<file path="config.mk">
export PLATFORM = sky130hd
export DESIGN_NAME = usb_audio_feature_unit_flat
export DESIGN_NICKNAME = d
export VERILOG_FILES = /design/src/rtl/usb_audio_feature_unit_pkg.sv /design/src/rtl/usb_audio_feature_unit_if.sv /design/src/rtl/usb_audio_feature_unit.sv /design/src/flat_wrapper.sv
export SDC_FILE = /design/constraint.sdc
export NUM_CORES = 1
export LEC_CHECK = 0
export ABC_CLOCK_PERIOD_IN_PS = 3000
export BUFFER_PORTS_ARGS = -buffer_cell sky130_fd_sc_hd__buf_2
export CAP_MARGIN = 20
export CORE_ASPECT_RATIO = 0.5
export CORE_UTILIZATION = 50
export CTS_BUF_LIST = sky130_fd_sc_hd__clkbuf_8 sky130_fd_sc_hd__clkbuf_16
export CTS_CLUSTER_DIAMETER = 150
export DETAILED_ROUTE_END_ITERATION = 8
export HOLD_SLACK_MARGIN = 0.02
export PLACE_DENSITY = 0.77
export SLEW_MARGIN = 5
export SYNTH_ARGS = -nofsm -noshare
export SYNTH_HDL_FRONTEND = slang
export SYNTH_SLANG_ARGS = --single-unit
</file>
<file path="constraint.sdc">
create_clock -name Clk -period 3 [get_ports Clk]
set_clock_uncertainty 0.2 [all_clocks]
set_input_delay 0 -clock Clk [delete_from_list [all_inputs] [get_ports Clk]]
set_output_delay 0 -clock Clk [all_outputs]
set_load 0.03 [all_outputs]
</file>
<file path="src/rtl/usb_audio_feature_unit_pkg.sv">
// Shared constants, state encoding and volume clamp for the UAC1 Feature Unit
// control handler.
package usb_audio_pkg;

   localparam logic [7:0] REQ_SET_CUR = 8'h01;
   localparam logic [7:0] REQ_GET_CUR = 8'h81;
   localparam logic [7:0] REQ_GET_MIN = 8'h82;
   localparam logic [7:0] REQ_GET_MAX = 8'h83;
   localparam logic [7:0] REQ_GET_RES = 8'h84;

   localparam logic [7:0] CS_MUTE   = 8'h01;
   localparam logic [7:0] CS_VOLUME = 8'h02;

   typedef enum logic [2:0] {
      ST_IDLE    = 3'd0,
      ST_DECODE  = 3'd1,
      ST_RX_DATA = 3'd2,
      ST_APPLY   = 3'd3,
      ST_TX_DATA = 3'd4
   } state_e;

   // 16'h8000 is the UAC "-infinity" code; it maps onto the lowest supported level.
   function automatic logic [15:0] vol_clamp(input logic [15:0] vol,
                                             input logic [15:0] vmin,
                                             input logic [15:0] vmax);
      logic [15:0] res;
      if (vol == 16'h8000) begin
         res = vmin;
      end else if ($signed(vol) < $signed(vmin)) begin
         res = vmin;
      end else if ($signed(vol) > $signed(vmax)) begin
         res = vmax;
      end else begin
         res = vol;
      end
      return res;
   endfunction

endpackage

</file>
<file path="src/rtl/usb_audio_feature_unit_if.sv">
// EP0 class-request, OUT data-stage and IN data-stage signals between the
// setup decoder / packetiser (master) and the Feature Unit (slave).
interface usb_audio_feature_unit_if;
   logic        Req_Start;
   logic [7:0]  Req_Code;
   logic [15:0] Req_Value;
   logic [15:0] Req_Index;
   logic [15:0] Req_Length;
   logic [7:0]  OUT_Data;
   logic        OUT_Valid;
   logic        OUT_EoP;
   logic [7:0]  IN_Data;
   logic        IN_Valid;
   logic        IN_Ready;
   logic        IN_Last;
   logic        Req_Done;
   logic        Req_Stall;

   modport master (
      output Req_Start, Req_Code, Req_Value, Req_Index, Req_Length,
      output OUT_Data, OUT_Valid, OUT_EoP, IN_Ready,
      input  IN_Data, IN_Valid, IN_Last, Req_Done, Req_Stall
   );

   modport slave (
      input  Req_Start, Req_Code, Req_Value, Req_Index, Req_Length,
      input  OUT_Data, OUT_Valid, OUT_EoP, IN_Ready,
      output IN_Data, IN_Valid, IN_Last, Req_Done, Req_Stall
   );
endinterface

</file>
<file path="src/rtl/usb_audio_feature_unit.sv">
// UAC1 Feature Unit control handler: decodes mute/volume class requests for
// master + CHANNELS channels and exposes the settings to the audio datapath.
module usb_audio_feature_unit
   import usb_audio_pkg::*;
#(
   parameter int          CHANNELS    = 2,
   parameter logic [7:0]  UNIT_ID     = 8'h02,
   parameter logic [7:0]  INTERFACE   = 8'h00,
   parameter logic [15:0] VOL_MIN     = 16'hC400,
   parameter logic [15:0] VOL_MAX     = 16'h0000,
   parameter logic [15:0] VOL_RES     = 16'h0100,
   parameter logic [15:0] VOL_DEFAULT = 16'hF400
) (
   input  logic                          Clk,
   input  logic                          nReset,
   usb_audio_feature_unit_if.slave       ctl,
   output logic [CHANNELS:0]             Mute,
   output logic [16*(CHANNELS+1)-1:0]    Volume,
   output logic                          Changed
);

   state_e      state_q, state_d;
   logic [7:0]  code_q, code_d;
   logic [15:0] value_q, value_d;
   logic [15:0] index_q, index_d;
   logic [15:0] len_q, len_d;
   logic [1:0]  cnt_q, cnt_d;
   logic [15:0] rx_q, rx_d;
   logic [7:0]  hi_q, hi_d;
   logic [7:0]  in_data_q, in_data_d;
   logic        in_valid_q, in_valid_d;
   logic        in_last_q, in_last_d;
   logic        done_q, done_d;
   logic        stall_q, stall_d;
   logic        changed_q, changed_d;

   logic        mute_q [CHANNELS+1];
   logic [15:0] vol_q  [CHANNELS+1];

   logic        legal_s;
   logic        ctl_ok_s;
   logic [1:0]  size_s;
   logic        apply_s;
   logic        mute_sel_s;
   logic [15:0] vol_sel_s;
   logic [15:0] get_val_s;

   // Decode legality, transfer size and the value a GET request returns
   always_comb begin
      mute_sel_s = 1'b0;
      vol_sel_s  = VOL_DEFAULT;
      for (int n = 0; n <= CHANNELS; n++) begin
         mute_sel_s = (value_q[7:0] == 8'(n)) ? mute_q[n] : mute_sel_s;
         vol_sel_s  = (value_q[7:0] == 8'(n)) ? vol_q[n]  : vol_sel_s;
      end
      case (value_q[15:8])
         CS_MUTE:   ctl_ok_s = (code_q == REQ_SET_CUR) || (code_q == REQ_GET_CUR);
         CS_VOLUME: ctl_ok_s = (code_q == REQ_SET_CUR) || (code_q == REQ_GET_CUR) ||
                               (code_q == REQ_GET_MIN) || (code_q == REQ_GET_MAX) ||
                               (code_q == REQ_GET_RES);
         default:   ctl_ok_s = 1'b0;
      endcase
      legal_s = ctl_ok_s && (index_q[15:8] == UNIT_ID) && (index_q[7:0] == INTERFACE) &&
                (value_q[7:0] <= 8'(CHANNELS));
      size_s  = (value_q[15:8] == CS_MUTE) ? 2'd1 : 2'd2;
      case (code_q)
         REQ_GET_CUR: get_val_s = (value_q[15:8] == CS_MUTE) ? {15'd0, mute_sel_s} : vol_sel_s;
         REQ_GET_MIN: get_val_s = VOL_MIN;
         REQ_GET_MAX: get_val_s = VOL_MAX;
         REQ_GET_RES: get_val_s = VOL_RES;
         default:     get_val_s = 16'h0000;
      endcase
   end

   // Request FSM next-state and registered-output computation
   always_comb begin
      state_d    = state_q;
      code_d     = code_q;
      value_d    = value_q;
      index_d    = index_q;
      len_d      = len_q;
      cnt_d      = cnt_q;
      rx_d       = rx_q;
      hi_d       = hi_q;
      in_data_d  = in_data_q;
      in_valid_d = in_valid_q;
      in_last_d  = in_last_q;
      done_d     = 1'b0;
      stall_d    = 1'b0;
      changed_d  = 1'b0;
      apply_s    = 1'b0;
      if (ctl.Req_Start) begin
         // A new SETUP always wins: abandon whatever was in flight.
         state_d    = ST_DECODE;
         code_d     = ctl.Req_Code;
         value_d    = ctl.Req_Value;
         index_d    = ctl.Req_Index;
         len_d      = ctl.Req_Length;
         cnt_d      = 2'd0;
         in_valid_d = 1'b0;
         in_last_d  = 1'b0;
      end else begin
         case (state_q)
            ST_IDLE: begin
               state_d = ST_IDLE;
            end
            ST_DECODE: begin
               if (!legal_s) begin
                  stall_d = 1'b1;
                  state_d = ST_IDLE;
               end else if (code_q == REQ_SET_CUR) begin
                  if (len_q != {14'd0, size_s}) begin
                     stall_d = 1'b1;
                     state_d = ST_IDLE;
                  end else begin
                     state_d = ST_RX_DATA;
                  end
               end else if (len_q == 16'd0) begin
                  done_d  = 1'b1;
                  state_d = ST_IDLE;
               end else begin
                  state_d    = ST_TX_DATA;
                  in_valid_d = 1'b1;
                  in_data_d  = get_val_s[7:0];
                  hi_d       = get_val_s[15:8];
                  in_last_d  = (len_q == 16'd1) || (size_s == 2'd1);
               end
            end
            ST_RX_DATA: begin
               if (!ctl.OUT_Valid) begin
                  state_d = ST_RX_DATA;
               end else if (ctl.OUT_EoP) begin
                  if (cnt_q == size_s) begin
                     state_d = ST_APPLY;
                  end else begin
                     stall_d = 1'b1;
                     state_d = ST_IDLE;
                  end
               end else if (cnt_q == size_s) begin
                  stall_d = 1'b1;
                  state_d = ST_IDLE;
               end else begin
                  if (cnt_q == 2'd0) begin
                     rx_d[7:0] = ctl.OUT_Data;
                  end else begin
                     rx_d[15:8] = ctl.OUT_Data;
                  end
                  cnt_d = cnt_q + 2'd1;
               end
            end
            ST_APPLY: begin
               apply_s   = 1'b1;
               changed_d = 1'b1;
               done_d    = 1'b1;
               state_d   = ST_IDLE;
            end
            ST_TX_DATA: begin
               if (!ctl.IN_Ready) begin
                  state_d = ST_TX_DATA;
               end else if (in_last_q) begin
                  in_valid_d = 1'b0;
                  in_last_d  = 1'b0;
                  done_d     = 1'b1;
                  state_d    = ST_IDLE;
               end else begin
                  in_data_d = hi_q;
                  in_last_d = 1'b1;
               end
            end
            default: begin
               state_d = ST_IDLE;
            end
         endcase
      end
   end

   // Request FSM state and handshake output registers
   always_ff @(posedge Clk) begin
      if (!nReset) begin
         state_q    <= ST_IDLE;
         code_q     <= 8'h00;
         value_q    <= 16'h0000;
         index_q    <= 16'h0000;
         len_q      <= 16'h0000;
         cnt_q      <= 2'd0;
         rx_q       <= 16'h0000;
         hi_q       <= 8'h00;
         in_data_q  <= 8'h00;
         in_valid_q <= 1'b0;
         in_last_q  <= 1'b0;
         done_q     <= 1'b0;
         stall_q    <= 1'b0;
         changed_q  <= 1'b0;
      end else begin
         state_q    <= state_d;
         code_q     <= code_d;
         value_q    <= value_d;
         index_q    <= index_d;
         len_q      <= len_d;
         cnt_q      <= cnt_d;
         rx_q       <= rx_d;
         hi_q       <= hi_d;
         in_data_q  <= in_data_d;
         in_valid_q <= in_valid_d;
         in_last_q  <= in_last_d;
         done_q     <= done_d;
         stall_q    <= stall_d;
         changed_q  <= changed_d;
      end
   end

   for (genvar g = 0; g <= CHANNELS; g++) begin : g_ch
      // Per-channel mute/volume control set, written only on APPLY
      always_ff @(posedge Clk) begin
         if (!nReset) begin
            mute_q[g] <= 1'b0;
            vol_q[g]  <= VOL_DEFAULT;
         end else if (apply_s && (value_q[7:0] == 8'(g))) begin
            if (value_q[15:8] == CS_MUTE) begin
               mute_q[g] <= rx_q[0];
            end else begin
               vol_q[g] <= vol_clamp(rx_q, VOL_MIN, VOL_MAX);
            end
         end
      end
      assign Mute[g]            = mute_q[g];
      assign Volume[16*g +: 16] = vol_q[g];
   end

   assign ctl.IN_Data   = in_data_q;
   assign ctl.IN_Valid  = in_valid_q;
   assign ctl.IN_Last   = in_last_q;
   assign ctl.Req_Done  = done_q;
   assign ctl.Req_Stall = stall_q;
   assign Changed       = changed_q;

endmodule

</file>
<file path="src/flat_wrapper.sv">
// flat-port wrapper written by rule: the top's interface ports become plain ports
module usb_audio_feature_unit_flat import usb_audio_pkg::*;
#(
   parameter int          CHANNELS    = 2,
   parameter logic [7:0]  UNIT_ID     = 8'h02,
   parameter logic [7:0]  INTERFACE   = 8'h00,
   parameter logic [15:0] VOL_MIN     = 16'hC400,
   parameter logic [15:0] VOL_MAX     = 16'h0000,
   parameter logic [15:0] VOL_RES     = 16'h0100,
   parameter logic [15:0] VOL_DEFAULT = 16'hF400
)
  (Clk, nReset, Mute, Volume, Changed, ctl_Req_Start, ctl_Req_Code, ctl_Req_Value, ctl_Req_Index, ctl_Req_Length, ctl_OUT_Data, ctl_OUT_Valid, ctl_OUT_EoP, ctl_IN_Ready, ctl_IN_Data, ctl_IN_Valid, ctl_IN_Last, ctl_Req_Done, ctl_Req_Stall);
  usb_audio_feature_unit_if ctl_i ();
  input  logic Clk;
  input  logic nReset;
  output logic [CHANNELS:0] Mute;
  output logic [16*(CHANNELS+1)-1:0] Volume;
  output logic Changed;
  input wire logic [$bits(ctl_i.Req_Start)-1:0] ctl_Req_Start;
  input wire logic [$bits(ctl_i.Req_Code)-1:0] ctl_Req_Code;
  input wire logic [$bits(ctl_i.Req_Value)-1:0] ctl_Req_Value;
  input wire logic [$bits(ctl_i.Req_Index)-1:0] ctl_Req_Index;
  input wire logic [$bits(ctl_i.Req_Length)-1:0] ctl_Req_Length;
  input wire logic [$bits(ctl_i.OUT_Data)-1:0] ctl_OUT_Data;
  input wire logic [$bits(ctl_i.OUT_Valid)-1:0] ctl_OUT_Valid;
  input wire logic [$bits(ctl_i.OUT_EoP)-1:0] ctl_OUT_EoP;
  input wire logic [$bits(ctl_i.IN_Ready)-1:0] ctl_IN_Ready;
  output wire logic [$bits(ctl_i.IN_Data)-1:0] ctl_IN_Data;
  output wire logic [$bits(ctl_i.IN_Valid)-1:0] ctl_IN_Valid;
  output wire logic [$bits(ctl_i.IN_Last)-1:0] ctl_IN_Last;
  output wire logic [$bits(ctl_i.Req_Done)-1:0] ctl_Req_Done;
  output wire logic [$bits(ctl_i.Req_Stall)-1:0] ctl_Req_Stall;
  assign ctl_i.Req_Start = ctl_Req_Start;
  assign ctl_i.Req_Code = ctl_Req_Code;
  assign ctl_i.Req_Value = ctl_Req_Value;
  assign ctl_i.Req_Index = ctl_Req_Index;
  assign ctl_i.Req_Length = ctl_Req_Length;
  assign ctl_i.OUT_Data = ctl_OUT_Data;
  assign ctl_i.OUT_Valid = ctl_OUT_Valid;
  assign ctl_i.OUT_EoP = ctl_OUT_EoP;
  assign ctl_i.IN_Ready = ctl_IN_Ready;
  assign ctl_IN_Data = ctl_i.IN_Data;
  assign ctl_IN_Valid = ctl_i.IN_Valid;
  assign ctl_IN_Last = ctl_i.IN_Last;
  assign ctl_Req_Done = ctl_i.Req_Done;
  assign ctl_Req_Stall = ctl_i.Req_Stall;
  usb_audio_feature_unit #(.CHANNELS(CHANNELS), .UNIT_ID(UNIT_ID), .INTERFACE(INTERFACE), .VOL_MIN(VOL_MIN), .VOL_MAX(VOL_MAX), .VOL_RES(VOL_RES), .VOL_DEFAULT(VOL_DEFAULT)) u_core (.Clk(Clk), .nReset(nReset), .ctl(ctl_i), .Mute(Mute), .Volume(Volume), .Changed(Changed));
endmodule
</file>
# Yosys cells after proc, flatten, opt, wreduce, memory -nomap -nowiden
# Memory sizes are Yosys's and may differ from the RTL's.
# Cells that the tools add are included.
[op_classes]
add_sub_neg = 1
order_cmp = 3
n_eq_ne = 29
n_mux = 93
bitwise_logic = 13
reduce_logical = 26
[op_table]
columns = ["cell", "n"]
rows = [
  ["16-bit 2-to-1 mux", 17],
  ["1-bit 2-to-1 mux", 52],
  ["16-bit case mux with 3 select lines", 1],
  ["8-bit 2-to-1 mux", 5],
  ["8-bit equality test (second input constant)", 4],
  ["8-bit by 1-bit equality test with 1-bit output (second input constant)", 3],
  ["8-bit by 2-bit equality test with 1-bit output (second input constant)", 3],
  ["3-bit 2-to-1 mux", 8],
  ["6-bit AND reduction", 3],
  ["16-bit by 1-bit equality test with 1-bit output (second input constant)", 1],
  ["16-bit equality test (second input constant)", 1],
  ["16-bit by 1-bit > comparator with 1-bit output (second input constant)", 1],
  ["16-bit logical NOT", 1],
  ["8-bit logical NOT", 2],
  ["16-bit by 15-bit < comparator with 1-bit output (second input constant)", 1],
  ["16-bit by 2-bit inequality test with 1-bit output", 1],
  ["8-bit case mux with 2 select lines", 1],
  ["5-bit AND reduction", 2],
  ["3-bit case mux with 3 select lines", 1],
  ["8-bit by 2-bit less-or-equal comparator with 1-bit output (second input constant)", 1],
  ["2-bit inequality test (second input constant)", 4],
  ["4-bit by 3-bit inequality test with 1-bit output (second input constant)", 2],
  ["1-bit case mux with 2 select lines", 4],
  ["1-bit NOT", 7],
  ["other kinds (20)", 39],
]
[word_totals]
ff_bits = 98
ramBits = 51
inputBits = 70
output_inout_bits = 64
wordCells = 183
mem_count = 2
[memory_table]
columns = ["name", "depth", "word_bits", "read_ports", "rd_ports_with_merged_regs", "write_ports", "line_no", "source"]
rows = [
  ["u_core.vol_q", 3, 16, 3, 0, 3, "usb_audio_feature_unit.sv:38", "logic [15:0] vol_q [CHANNELS+1];"],
  ["u_core.mute_q", 3, 1, 3, 0, 3, "usb_audio_feature_unit.sv:37", "logic mute_q [CHANNELS+1];"],
]

# Longest topological paths before layout
# Gate-level depths: netlist of the first run.
[depth]
depth_word = 12
mapped_depth = 9
ltp_nobuf = 9

# Least setup slack after synthesis of the first run
# Ideal clock, no wire load.
[synth_path]
path_type = "reg2reg"
start = "register u_core.value_q[2]"
end = "memory u_core.vol_q[1][0], enable pin"
setup_ns = 0.411
t_arrival_ns = 2.519
t_required_ns = 2.389
setup_slack_ns = -0.130
path_stages_with_launch = 5
n_path_buf = 0
period_less_slack_ns = 3.130
path_cell_list = "dfxtp_1 nor4_2 nand2_1 or4_1 o21ai_0"
[synth_lines]
columns = ["element", "line_no", "source"]
rows = [
  ["from (decl)", "usb_audio_feature_unit.sv:24", "logic [15:0] value_q, value_d;"],
  ["from (signal assigned)", "usb_audio_feature_unit.sv:197", "value_q <= value_d;"],
  ["to (decl)", "usb_audio_feature_unit.sv:38", ""],
]

# Final worst setup path of the first run
[layout_path]
start = "register u_core.value_q[9]"
end = "register u_core.rx_q[13]"
[layout_between]
elab_chain_len = 5
[layout_rtl]
columns = ["element", "line_no", "source"]
rows = [
  ["8-bit by 1-bit equality test with 1-bit output", "usb_audio_feature_unit.sv:65", "size_s = (value_q[15:8] == CS_MUTE) ? 2'd1 : 2'd2;"],
  ["2-bit 2-to-1 mux", "usb_audio_feature_unit.sv:65", ""],
  ["2-bit equality test", "usb_audio_feature_unit.sv:139", "end else if (cnt_q == size_s) begin"],
  ["1-bit NOT (no source line)", "--", ""],
  ["6-bit AND reduction (no source line)", "--", ""],
  ["to (signal assigned)", "usb_audio_feature_unit.sv:201", "rx_q <= rx_d;"],
  ["to (decl)", "usb_audio_feature_unit.sv:28", "logic [15:0] rx_q, rx_d;"],
]
# No other way between the ends.
# A chain may end at the register's enable or synchronous reset.

==> results.tsv, run 1 <==
stage	metric	value	unit
logic_synthesis	ys flop type	dfxtp_1	
routing	drt drc	0	
routing	vias	5704	
timing	Final min period	2.90	ns
worst_hold_path	hold path depth	4	
logic_synthesis	Yosys reg bits	149	
final_layout	sequential standard cell area	0.00348	sq mm
worst_setup_path	Buf+Inv Stages, Crit Path	2	
logic_synthesis	Async S/R FF share, synth	0	
worst_setup_path	R2R depth	8	
floorplanning	I/O pin cnt	134	
clocking	Root Driver	clkbuf_16	
worst_setup_path	worst path cell trace	or4b_2 -> nor3_1 -> a21oi_1 -> nor3_4 -> buf_6 -> mux2i_1 -> dlygate4sd3_1 -> nor2_1	
logic_synthesis	Synth Area in Compound Gates	0.0900	
floorplanning	site row count	29	
final_layout	final core utilization	0.682	
worst_setup_path	Critical Path Source Type	flip-flop	
timing	Final Slew Violations	0	
timing	Final Hold Vio Count	0	
timing	# setup viols final	0	
global_routing	gr ovfl total	0	
final_layout	share of cells above drive strength 1	0.239	
timing	maximum clock rate	0.345	GHz
final_layout	area of the multi-input gates	0.00296	sq mm
logic_synthesis	Avg Cell Area, Syn	10.4	sq um
global_routing	largest net degree at the start of global routing	64	
floorplanning	Die Ht	83.6	um
logic_synthesis	Synth top cells by count	106 x nor2_1, 99 x dfxtp_1, 77 x mux2i_1, 50 x edfxtp_1, 44 x nand2_1	
clocking	H-tree Lvls	4	
routing	TritonRoute pass-1 iters	5	
routing	1st-iter DRT viols	427	
place	Cell Count Post-Placement	925	
power	peak supply drop	417	uV
worst_hold_path	Hold Path Class	in2reg	
logic_synthesis	Post-Synthesis Cells	641	
timing	Final Worst Setup Slack	0.0984	ns
worst_setup_path	CP Max Fanout	8	
timing	RSZ-0062 raised after global routing	false	
clocking	CTS tree	yes	
floorplanning	initial cell density of the core	0.520	
logic_synthesis	multiplexer share of the synthesized area	0.124	
clocking	Sink Count	149	
place	placed wire-length estimate	12.3	mm
routing	post-route ant nets	0	
routing	via density per instance	5.54	
logic_synthesis	Yosys warnings	0	
logic_synthesis	simple-gate share of the synthesized area	0.218	
global_routing	GR Util All Layers	0.275	
worst_setup_path	Req. time, crit path	3.09	ns
worst_setup_path	CP endpoint kind	flip-flop	
floorplanning	die width	165	um
power	Leak	0.00354	uW
logic_synthesis	Syn Std Cell Area	0.00666	sq mm
logic_synthesis	largest family of logic cells by synthesized area	simple AND/OR/NAND/NOR gates	
global_routing	number of global-route vias before repair	5510	
logic_synthesis	ranking of synthesized cells by area	dfxtp_1 30%, edfxtp_1 23%, mux2i_1 12%	
worst_setup_path	slowest stage delay, CP	0.71	ns
final_layout	fin nets	920	
clocking	TritonCTS buffer count	17	
floorplanning	die area	0.0138	sq mm
timing	Period Utilization, post-route	0.967	
worst_setup_path	Crit Path Category	reg2reg	
final_layout	fill count	987	
worst_setup_path	total stage count of the critical path	8	
logic_synthesis	Yosys cell types	63	
timing	slew margin rel.	0.371	
clocking	CTS max path bufs	2	
place	Placement Setup Slack	0.202	ns
logic_synthesis	XOR/XNOR Fraction of Synth Area	0.00395	
clocking	Clk Latency, worst-skew pair	0.43	ns
worst_setup_path	family with the most delay on the worst path	simple AND/OR/NAND/NOR gates	
worst_setup_path	Worst path slowest cell	or4b_2	
run_status	outcome	complete, no violations	
final_layout	P&R area growth vs syn	31.2	%
logic_synthesis	fraction of the yosys area taken by sequential cells	0.523	
routing	Routed WL per cell	17.7	um
clocking	clk slew on worst S/H paths	0.06	ns
routing	Routed Wire Length	18.2	mm
place	routability cong.	0.853	
logic_synthesis	adder-cell share of the synthesized area	0.00752	
final_layout	Layout Cells excl Fill	1029	
global_routing	first-pass GRT wire length	28.7	mm
logic_synthesis	top-count cell post-synth	nor2_1	
run	Max Cap Viol	0	
logic_synthesis	syn_nets	715	
floorplanning	placeable core area	0.0128	sq mm
logic_synthesis	Yosys top cell area share	0.298	
logic_synthesis	Synth area leader	dfxtp_1	
final_layout	Ant. Diodes	0	
timing	Slew @ Worst Pin	0.943	ns
logic_synthesis	number of synthesized flops with an enable pin	50	
global_routing	antenna violations before repair	0	
worst_setup_path	WP data arrival	2.99	ns
place	Buffers on Ports	133	
power	Pwr Density	529	mW/mm^2
through the flow:
step | total power (uW) | area, sq um | hold WS, ns | setup TNS (ns)
6_report | 4620 | 8740 | 0.157 | 0
5_1_grt | 4770 | 8740 | 0.160 | 0
4_1_cts | 4640 | 8730 | 0.134 | 0
3_5_place_dp | 2600 | 7470 | 0.0403 | 0
3_3_place_gp | 2600 | 7470 | 0.0332 | 0
2_1_floorplan | 2470 | 6660 | -0.0532 | -6.07
sequential cells by signal, summed over array words and instances (netlist names):
signal,count
u_core.vol_q,48
u_core.index_q,16
u_core.len_q,16
u_core.rx_q,16
u_core.value_q,16
u_core.code_q,8
u_core.ctl.IN_Data,8
u_core.hi_q,8
u_core.mute_q,3
u_core.state_q,3
u_core.cnt_q,2
u_core.Changed,1
u_core.ctl.IN_Last,1
u_core.ctl.IN_Valid,1
u_core.ctl.Req_Done,1
u_core.ctl.Req_Stall,1
per-layer routing:
layer  part of all wire  GRT usage  up-vias
li1                   -          -     2701
met1               0.44      0.368     2727
met2               0.46      0.434      249
met3              0.080     0.0661       27
met4              0.017     0.0926        0
met5                  0          0        -
cells in the final DEF, fill, tap and decap left out, drive strengths merged, types with 10 or more instances in the layout:
master       synthesis  final
a21oi               12     12
and2                36     36
buf                 13    149
clkbuf              21     17
dfxtp               99     99
dlygate4sd3          0     72
edfxtp              50     50
inv                  8     12
mux2i               77     77
nand2               44     44
nand2b              15     15
nand3               11     11
nor2               106    106
nor4                10     10
o21ai               30     30
power breakdown:
group / switching [uW] / internal, uW
Clock: 853 / 1130
Combinational: 244 / 208
Sequential: 47.6 / 2140
Total: 1140 / 3480
path summary, 6_finish.rpt:
check | endpoint | startpoint | slack, ns
setup reg to reg | u_core.rx_q[13]$_SDFFE_PN0P_ | u_core.value_q[9]$_SDFFE_PN0P_ | 0.1
hold reg to reg | u_core.cnt_q[1]$_SDFFE_PP0P_ | u_core.cnt_q[1]$_SDFFE_PP0P_ | 0.26
setup / recovery | u_core.rx_q[13]$_SDFFE_PN0P_ | u_core.value_q[9]$_SDFFE_PN0P_ | 0.1
hold / removal | u_core.index_q[13]$_SDFFE_PN0P_ | ctl_Req_Index[13] | 0.16
logic make-up after synthesis:
| family | Yosys count |
|---|---|
| simple gates | 274 |
| flops | 149 |
| compound gates | 86 |
| mux | 82 |
| buf+inv | 43 |
| fa+ha+maj | 4 |
| xor+xnor | 3 |
worst reg2reg max path: stages (launching register included):
cell and delay, ns:
dfxtp_1 0.35, or4b_2 0.72, nor3_1 0.16, a21oi_1 0.10, nor3_4 0.21, buf_6 0.19
mux2i_1 0.25, dlygate4sd3_1 0.57, nor2_1 0.04
what timing repair did:
item                       in CTS  in global routing
hold endpoints to repair       96                  0
setup buffers                   0                  0
gates resized for setup         0                  1
hold buffers                   72                  0
setup endpoints to repair       0                  2
cell type report:
cell class,count,area share
inverter,8,0.00344
tap,170,0.0243
clock inverter,15,0.0133
multi-input combinational,449,0.338
clock buffer,17,0.0487
sequential,149,0.399
timing repair buffer,221,0.173
Power figures use the tool's default switching activity.
==> run 2: changes to the inputs <==
Settings changed: CELL_PAD_IN_SITES_DETAIL_PLACEMENT set to 1, CELL_PAD_IN_SITES_GLOBAL_PLACEMENT set to 1, CORE_UTILIZATION 50 to 38, PLACE_DENSITY 0.77 to not set, PLACE_DENSITY_LB_ADDON set to 0.1.
==> run 2 against run 1 <==
Net effect: combinational power increased by 5.1%; global-route usage decreased by 3.9 points; sequential power about the same; final cell count increased by 6.0%; core utilization decreased by 15 points; critical path type unchanged; die area increased by 31%; setup slack improved by 0.10 ns; routed wire length increased by 11%; count of clock-buffer cells in the layout increased by 4; power increased by 6.3%; worst hold slack got worse by 0.010 ns.
==> results.tsv, run 2 (synthesis gave the netlist of run 1 again) <==
stage	metric	value	unit
run_status	outcome	complete, no violations	
power	Pint	3720	uW
floorplanning	I/O pin cnt	134	
routing	vias	5578	
final_layout	Reg with most FFs	u_core.vol_q	
global_routing	largest net degree at the start of global routing	80	
run	Max Cap Viol	0	
worst_setup_path	R2R depth	7	
timing	slew margin rel.	0.330	
place	Post-DP Area	0.00760	sq mm
floorplanning	site row count	33	
global_routing	GR Util All Layers	0.235	
clocking	Clk Latency, worst-skew pair	0.43	ns
worst_setup_path	Critical Path Source Type	flip-flop	
place	Buffers on Ports	133	
worst_hold_path	hold path depth	4	
clocking	Root Driver	clkbuf_16	
final_layout	share of cells above drive strength 1	0.251	
clocking	TritonCTS buffer count	17	
timing	setup total negative slack	0	ns
routing	post-route ant nets	0	
final_layout	leading cell types in the layout, fill and taps excluded	132 x buf_2, 106 x nor2_1, 99 x dfxtp_1, 77 x mux2i_1, 71 x dlygate4sd3_1	
worst_setup_path	CP Max Fanout	5	
timing	hold slack	0.147	ns
floorplanning	die width	189	um
place	placed wire-length estimate	14.2	mm
power	Total Power	4920	uW
clocking	Sink Count	149	
power	peak supply drop	408	uV
worst_setup_path	worst path cell trace	or4_1 -> nor4_1 -> buf_4 -> nand2_1 -> nand4b_4 -> a21oi_1 -> dlygate4sd3_1	
final_layout	Largest register FFs	48	
clocking	clk slew on worst S/H paths	0.06	ns
timing	Final Hold Vio Count	0	
power	Leak	0.00363	uW
global_routing	number of global-route vias before repair	5763	
worst_setup_path	Worst path slowest cell	dlygate4sd3_1	
final_layout	fin nets	925	
timing	RSZ-0062 raised after global routing	false	
power	clock share of power	0.458	
clocking	CTS max path bufs	2	
final_layout	Ant. Diodes	0	
power	Net Sw Frac	0.244	
global_routing	first-pass GRT wire length	32.0	mm
floorplanning	placeable core area	0.0168	sq mm
power	Net Switching	1200	uW
power	Pwr Density	550	mW/mm^2
global_routing	gr ovfl total	0	
final_layout	leading cell type in the layout, fill and taps excluded	buf_2	
timing	Final min period	2.80	ns
clocking	H-tree Lvls	4	
worst_setup_path	family with the most delay on the worst path	simple AND/OR/NAND/NOR gates	
final_layout	P&R area growth vs syn	34.2	%
routing	1st-iter DRT viols	318	
worst_setup_path	Crit Path Category	reg2reg	
worst_hold_path	Hold Path Class	in2reg	
power	sequential power share	0.445	
routing	Routed Wire Length	20.3	mm
clocking	CTS tree	yes	
floorplanning	Die Ht	95.6	um
floorplanning	initial cell density of the core	0.397	
timing	maximum clock rate	0.357	GHz
routing	Routed WL per cell	18.6	um
worst_setup_path	Buf+Inv Stages, Crit Path	2	
worst_setup_path	WP data arrival	2.97	ns
timing	Slew @ Worst Pin	1.01	ns
routing	drt drc	0	
worst_setup_path	CP endpoint kind	flip-flop	
floorplanning	die area	0.0181	sq mm
power	Logic pwr share	0.097	
routing	via density per instance	5.11	
final_layout	Final Cell Area	0.00893	sq mm
timing	Final Slew Violations	0	
worst_setup_path	slowest stage delay, CP	0.58	ns
timing	Period Utilization, post-route	0.934	
global_routing	antenna violations before repair	0	
routing	TritonRoute pass-1 iters	4	
worst_setup_path	total stage count of the critical path	7	
timing	# setup viols final	0	
clocking	Post-CTS Setup Bufs	0	
final_layout	fill count	1893	
place	routability cong.	0.832	
worst_setup_path	Req. time, crit path	3.17	ns
-- run 2: cell count changes in the layout (fill, tap and decap cells not counted), sizes merged --
| cell | before | now |
|---|---|---|
| clkinvlp | 6 | 1 |
| buf | 149 | 155 |
| dlygate4sd3 | 72 | 71 |
| clkbuf | 17 | 21 |
| bufinv | 1 | 2 |
| inv | 12 | 14 |
| clkinv | 4 | 2 |
-- run 2: worst register-to-register path: cells and delay by family (launching register included) --
kind / cells / cell delay (ns)
and+or+nand+nor: 4 / 1.27
AOI/OAI and AO/OA: 1 / 0.19
DFF: 1 / 0.31
buffers and inverters: 2 / 0.77
-- run 2: repair_timing --
action / CTS / global route
gates resized for setup: 0 / 1
hold endpoints to repair: 96 / 0
endpoints found under the setup margin: 0 / 2
hold buffers: 71 / 0
-- run 2: area by class of cell --
type	instances	area, sq um	share of cell area
multi-input combinational	449	2960	0.331
clock inverter	11	131	0.0147
inverter	8	30.0	0.00336
timing repair buffer	226	1560	0.174
clock buffer	21	492	0.0550
tap	227	284	0.0318
sequential	149	3480	0.390
-- run 2: metal layers --
metal	vias up	track usage	routed length, um
li1	2718	-	-
met1	2712	0.307	9860
met2	126	0.396	9360
met3	22	0.0519	832
met4	0	0.0672	233
met5	-	0	0
-- run 2: power groups by stage --
stage / Clock [uW] / Combinational [uW] / Sequential [uW]
floorplan: 0 / 217 / 2250
global placement: 0 / 393 / 2230
detailed placement: 0 / 399 / 2230
CTS: 2290 / 473 / 2190
global route: 2380 / 512 / 2200
finish: 2250 / 475 / 2190
-- run 2: worst paths after layout --
check	start	end	slack [ns]
setup / recovery	u_core.index_q[0]$_SDFFE_PN0P_	u_core.state_q[2]$_SDFFE_PP0P_	0.20
hold / removal	ctl_Req_Value[12]	u_core.value_q[12]$_SDFFE_PN0P_	0.15
setup reg to reg	u_core.index_q[0]$_SDFFE_PN0P_	u_core.state_q[2]$_SDFFE_PP0P_	0.20
hold reg to reg	u_core.cnt_q[1]$_SDFFE_PP0P_	u_core.cnt_q[1]$_SDFFE_PP0P_	0.26
-- run 2: metrics by stage --
step,util,setup WS [ns],cells
final,0.533,0.199,1091
after global routing,0.533,0.0203,1091
after CTS,0.533,0.205,1091
after detailed placement,0.453,0.235,988
after global placement,0.453,0.294,988
after floorplan,-,-0.130,641
